File: config.mk
export PLATFORM = sky130hd
export DESIGN_NAME = uart_par_engine
export DESIGN_NICKNAME = d
export VERILOG_FILES = /design/src/rtl/uart_par_engine.sv
export SDC_FILE = /design/constraint.sdc
export NUM_CORES = 1
export LEC_CHECK = 0
export BUFFER_PORTS_ARGS = -buffer_cell sky130_fd_sc_hd__buf_4
export CELL_PAD_IN_SITES_DETAIL_PLACEMENT = 1
export CELL_PAD_IN_SITES_GLOBAL_PLACEMENT = 2
export CORE_MARGIN = 5
export CORE_UTILIZATION = 25
export DETAILED_ROUTE_END_ITERATION = 10
export PLACE_DENSITY = 0.61
export SLEW_MARGIN = 20
export SYNTH_ARGS = -nofsm -noshare
export SYNTH_HDL_FRONTEND = slang
export SYNTH_SLANG_ARGS = --single-unit
export TNS_END_PERCENT = 100
File: constraint.sdc
create_clock -name CLK -period 2.69 [get_ports CLK]
set_clock_uncertainty 0.2 [all_clocks]
set_input_delay 0.538 -clock CLK [delete_from_list [all_inputs] [get_ports CLK]]
set_output_delay 0.538 -clock CLK [all_outputs]
set_load 0.01 [all_outputs]
File: src/rtl/uart_par_engine.sv
// Serial parity engine: accumulates parity as UART data bits shift by, then either
// emits the parity bit (TX) or checks the received one and counts errors (RX).
module uart_par_engine #(
  parameter int MAX_WIDTH = 9,
  parameter int CNT_WIDTH = 8,
  parameter int LEN_WIDTH = 5
) (
  input  logic                 CLK,
  input  logic                 RST,
  input  logic                 FRAME_START,
  input  logic                 DIR_RX,
  input  logic                 PAR_EN,
  input  logic [1:0]           PAR_MODE,
  input  logic [LEN_WIDTH-1:0] DATA_LEN,
  input  logic                 BIT_VALID,
  input  logic                 BIT_IN,
  input  logic                 CNT_CLR,
  output logic                 PAR_BIT,
  output logic                 PAR_RDY,
  output logic                 PAR_ERR,
  output logic                 FRAME_DONE,
  output logic                 BUSY,
  output logic [CNT_WIDTH-1:0] ERR_CNT
);

  typedef enum logic [1:0] {IDLE, DATA, PARITY, DONE} state_t;

  localparam logic [LEN_WIDTH-1:0] MIN_LEN = LEN_WIDTH'(5);
  localparam logic [LEN_WIDTH-1:0] MAX_LEN = LEN_WIDTH'(MAX_WIDTH);
  localparam logic [CNT_WIDTH-1:0] CNT_MAX = '1;

  state_t               state_reg, state_next;
  logic                 acc_reg, acc_next;
  logic [LEN_WIDTH-1:0] cnt_reg, cnt_next;
  logic [LEN_WIDTH-1:0] len_reg, len_next;
  logic                 dir_rx_reg, dir_rx_next;
  logic                 par_en_reg, par_en_next;
  logic [1:0]           par_mode_reg, par_mode_next;
  logic                 par_bit_reg, par_bit_next;
  logic                 mis_reg, mis_next;
  logic [CNT_WIDTH-1:0] err_cnt_reg;
  logic [LEN_WIDTH-1:0] len_clamped;
  logic                 done;

  function automatic logic parity_of(input logic [1:0] mode, input logic acc);
    case (mode)
      2'b00:   return acc;
      2'b01:   return ~acc;
      2'b10:   return 1'b1;
      default: return 1'b0;
    endcase
  endfunction

  always_comb begin
    len_clamped = DATA_LEN;
    if (DATA_LEN < MIN_LEN) begin
      len_clamped = MIN_LEN;
    end else if (DATA_LEN > MAX_LEN) begin
      len_clamped = MAX_LEN;
    end
  end

  always_ff @(posedge CLK or negedge RST) begin
    if (!RST) begin
      state_reg    <= IDLE;
      acc_reg      <= 1'b0;
      cnt_reg      <= '0;
      len_reg      <= MIN_LEN;
      dir_rx_reg   <= 1'b0;
      par_en_reg   <= 1'b0;
      par_mode_reg <= 2'b00;
      par_bit_reg  <= 1'b0;
      mis_reg      <= 1'b0;
    end else begin
      state_reg    <= state_next;
      acc_reg      <= acc_next;
      cnt_reg      <= cnt_next;
      len_reg      <= len_next;
      dir_rx_reg   <= dir_rx_next;
      par_en_reg   <= par_en_next;
      par_mode_reg <= par_mode_next;
      par_bit_reg  <= par_bit_next;
      mis_reg      <= mis_next;
    end
  end

  always_comb begin
    state_next    = state_reg;
    acc_next      = acc_reg;
    cnt_next      = cnt_reg;
    len_next      = len_reg;
    dir_rx_next   = dir_rx_reg;
    par_en_next   = par_en_reg;
    par_mode_next = par_mode_reg;
    par_bit_next  = par_bit_reg;
    mis_next      = mis_reg;

    // A new frame overrides whatever is in flight, including a coincident data bit.
    if (FRAME_START) begin
      state_next    = DATA;
      acc_next      = 1'b0;
      cnt_next      = '0;
      len_next      = len_clamped;
      dir_rx_next   = DIR_RX;
      par_en_next   = PAR_EN;
      par_mode_next = PAR_MODE;
      mis_next      = 1'b0;
    end else begin
      case (state_reg)
        DATA: begin
          if (BIT_VALID) begin
            acc_next = acc_reg ^ BIT_IN;
            cnt_next = cnt_reg + LEN_WIDTH'(1);
            if (cnt_next == len_reg) begin
              if (par_en_reg) begin
                par_bit_next = parity_of(par_mode_reg, acc_next);
              end
              state_next = (dir_rx_reg && par_en_reg) ? PARITY : DONE;
            end
          end
        end
        PARITY: begin
          if (BIT_VALID) begin
            mis_next   = BIT_IN ^ par_bit_reg;
            state_next = DONE;
          end
        end
        DONE:    state_next = IDLE;
        default: state_next = IDLE;
      endcase
    end
  end

  // Pulses decode the registered DONE state so they still fire if a new frame starts then.
  assign done       = (state_reg == DONE);
  assign FRAME_DONE = done;
  assign PAR_RDY    = done && !dir_rx_reg && par_en_reg;
  assign PAR_ERR    = done && mis_reg;
  assign PAR_BIT    = par_bit_reg;
  assign BUSY       = (state_reg != IDLE);

  always_ff @(posedge CLK or negedge RST) begin
    if (!RST) begin
      err_cnt_reg <= '0;
    end else if (CNT_CLR) begin
      err_cnt_reg <= '0;
    end else if (PAR_ERR && (err_cnt_reg != CNT_MAX)) begin
      err_cnt_reg <= err_cnt_reg + CNT_WIDTH'(1);
    end
  end

  assign ERR_CNT = err_cnt_reg;

endmodule

==> results.cfg <==
[routing]
vias_per_cell = 4.601
wl_mm = 3.454
wl_met3_um = 160
drt_iter0_drc = 14
antenna_left = 0
drtPass1Iterations = 4
drc_errors = 0
wl_per_cell_um = 13.93
met2RoutedLength_mm = 1.761
vias = 1141
dr.max_layer_used = met4
m1WireLength_mm = 1.478

[critical_path]
cp_data_required_time_ps = 2660
cp.arrival_ps = 2340
cpMaxStageDelayCell = dfrtp_1
end_kind = flip-flop
cp-start-kind = flip-flop
path_max_fanout = 5
r2r_end = PAR_BIT
slowest_delay_ps = 430
crit_type = reg2reg
worstReg2RegStart = cnt_reg[0]
rrSetupSlack_ps = 330
reg2regPathDepth = 6
crit_start = cnt_reg[0]
critical_path.cell_chain = ha_1 > or3b_1 > a211oi_1 > nor3_1 > nor4_2 > mux2_2

[floorplan]
pin_count = 28
fp-row-count = 27
coreArea_um2 = 5608
die_area_um2 = 7486
initial_core_util = 0.2610
fp.dieH_um = 86.52
die_width_um = 86.52

[final_layout]
multi_input_area_um2 = 737.0
instances_no_fill = 248
postLayoutCellArea_um2 = 1793
syn2layout_area_growth_pct = 22.48
fillers = 675
antenna_cells = 0
fin_nets = 198
seqCellArea_um2 = 678.2
largest_reg_flops = 8
drive_above_1_share = 0.2273

[clocking]
root_buffer = clkbuf_8
htreeDepth = 1
cts.path.max_buffers = 2
clk_pin_slew_ps = 100
cts_tree = yes
numCtsBuffers = 3
worstSkewPairLatency_ps = 280
clock-sinks = 27

[synth]
ys_top_cells_by_area = dfrtp_1, xnor2_1, ha_1, nor2_1, xor2_1
synth_commonest_cells = dfrtp_1, nor2_1, a21oi_1
ys_ff_latch = 27
yosys.area.top_type = dfrtp_1
netlist_area_um2 = 1464
ys_warn_count = 0
synth_top_area_share = 0.4274
syn_nets = 170
yosysMostFrequentCell = dfrtp_1
syn_avg_cell_area_um2 = 9.825
synth.yosys.seq_area_share = 0.4632
synth_edf_count = 0
synthCells = 149
yosysUniqueCellTypes = 33
async_flop_share = 1.000
synthFlopType = dfrtp_1

[outcome]
status = completed

[timing]
slew_viol_final = 0
max_freq_mhz = 423.1
fin_crit_sh = 0.8786
finalCriticalPeriod_ps = 2363
final-hold-violation-count = 0
slew_headroom = 0.7616
fin_setup_tns_ps = 0
rsz0062_at_grt = no
setup_slack_ps = 326.6
setup_viol = 0
worst_slew_pin_slew_ps = 357.6

[grt]
grt_max_degree = 28
grt_pass1_vias = 1266
grt_usage = 0.1018
grt_pass1_wl_mm = 5.975
antenna_found_initial = 0
overflow = 0

[place]
place_ws_ps = 308.0
dp_hpwl_mm = 2.643
place.port_buffers = 27
post_dp_cell_area_um2 = 1738
gp_congestion = 0.7122
placedCellCount = 243

[power_and_ir_drop]
ir_worst_vdd_v = 0.0001772
power_mw = 1.063
p_per_area_nw_per_um2 = 593.0
power_leakage_nw = 0.8088

[job]
maxCapViolCount = 0

[worst_hold_path]
hp-start = CNT_CLR
holdPathStages = 2
hold_path_class = in2reg
min_to = ERR_CNT[0]
## where the power goes
part	switching, mW	internal, mW
clock	0.131	0.106
sequential	0.0428	0.448
combinational	0.177	0.158
total	0.351	0.713
## metrics by stage
step | utilization | hold slack, ps
6_report | 0.3197 | 280.9
5_1_grt | 0.3197 | 276.9
4_1_cts | 0.3197 | 276.1
3_5_place_dp | 0.3099 | 286.1
3_3_place_gp | 0.3099 | 285.0
2_1_floorplan | - | 42.41
## metal layers
metal	vias to the layer above	track usage
met1	547	0.1139
met3	5	0.01996
met4	0	0.03824
met5	-	0
li1	567	-
met2	22	0.1885
## critical path: cells and delay by family (launching register included)
family	cells	cell delay, ps
and+or+nand+nor	3	770
DFF	1	430
muxes	1	360
adders and majority gates	1	260
AOI/OAI and AO/OA	1	240
## repair_timing
item | 4_1_cts | 5_1_grt
hold endpoints to repair | 25 | 0
resized for setup | 0 | 0
setup endpoints to repair | 0 | 0
buffers inserted | 0 | 0
hold buffers | 1 | 0
## cell families after synthesis
group / Yosys count / synth area share
muxes: 9 / 0.06666
AOI/OAI and AO/OA: 22 / 0.09658
adders and majority gates: 6 / 0.05128
and+or+nand+nor: 55 / 0.1872
DFF: 27 / 0.4632
xor gates and xnor gates: 17 / 0.1017
buffers and inverters: 13 / 0.03333
## area by class of cell
type,instances,share of cell area
multi-input cells,109,0.4110
flip-flops and latches,27,0.3782
repair buffers,28,0.1186
inverters,8,0.01675
clock buffers,4,0.02512
well taps,72,0.05024
## placed cells by master, fill, tap and decap left out, types with 6 or more instances in the layout
| cell | synthesis | final |
|---|---|---|
| mux2_2 | 6 | 6 |
| xor2_1 | 8 | 8 |
| nor2_1 | 19 | 19 |
| dfrtp_1 | 25 | 25 |
| xnor2_1 | 9 | 9 |
| nand3_1 | 6 | 6 |
| buf_4 | 0 | 27 |
| a21oi_1 | 10 | 10 |
| inv_1 | 8 | 8 |
| ha_1 | 6 | 6 |
| nand2_1 | 9 | 9 |
## how the worst max path moves through the flow
stage | to | slack, ps | cells past startpoint
2_1_floorplan | PAR_BIT | 490 | 6
3_3_place_gp | PAR_BIT | 410 | 6
3_5_place_dp | PAR_BIT | 310 | 6
4_1_cts | PAR_BIT | 290 | 6
5_1_grt | PAR_BIT | 160 | 6
6_report | PAR_BIT | 330 | 6
(Power assumes the default switching activity.)
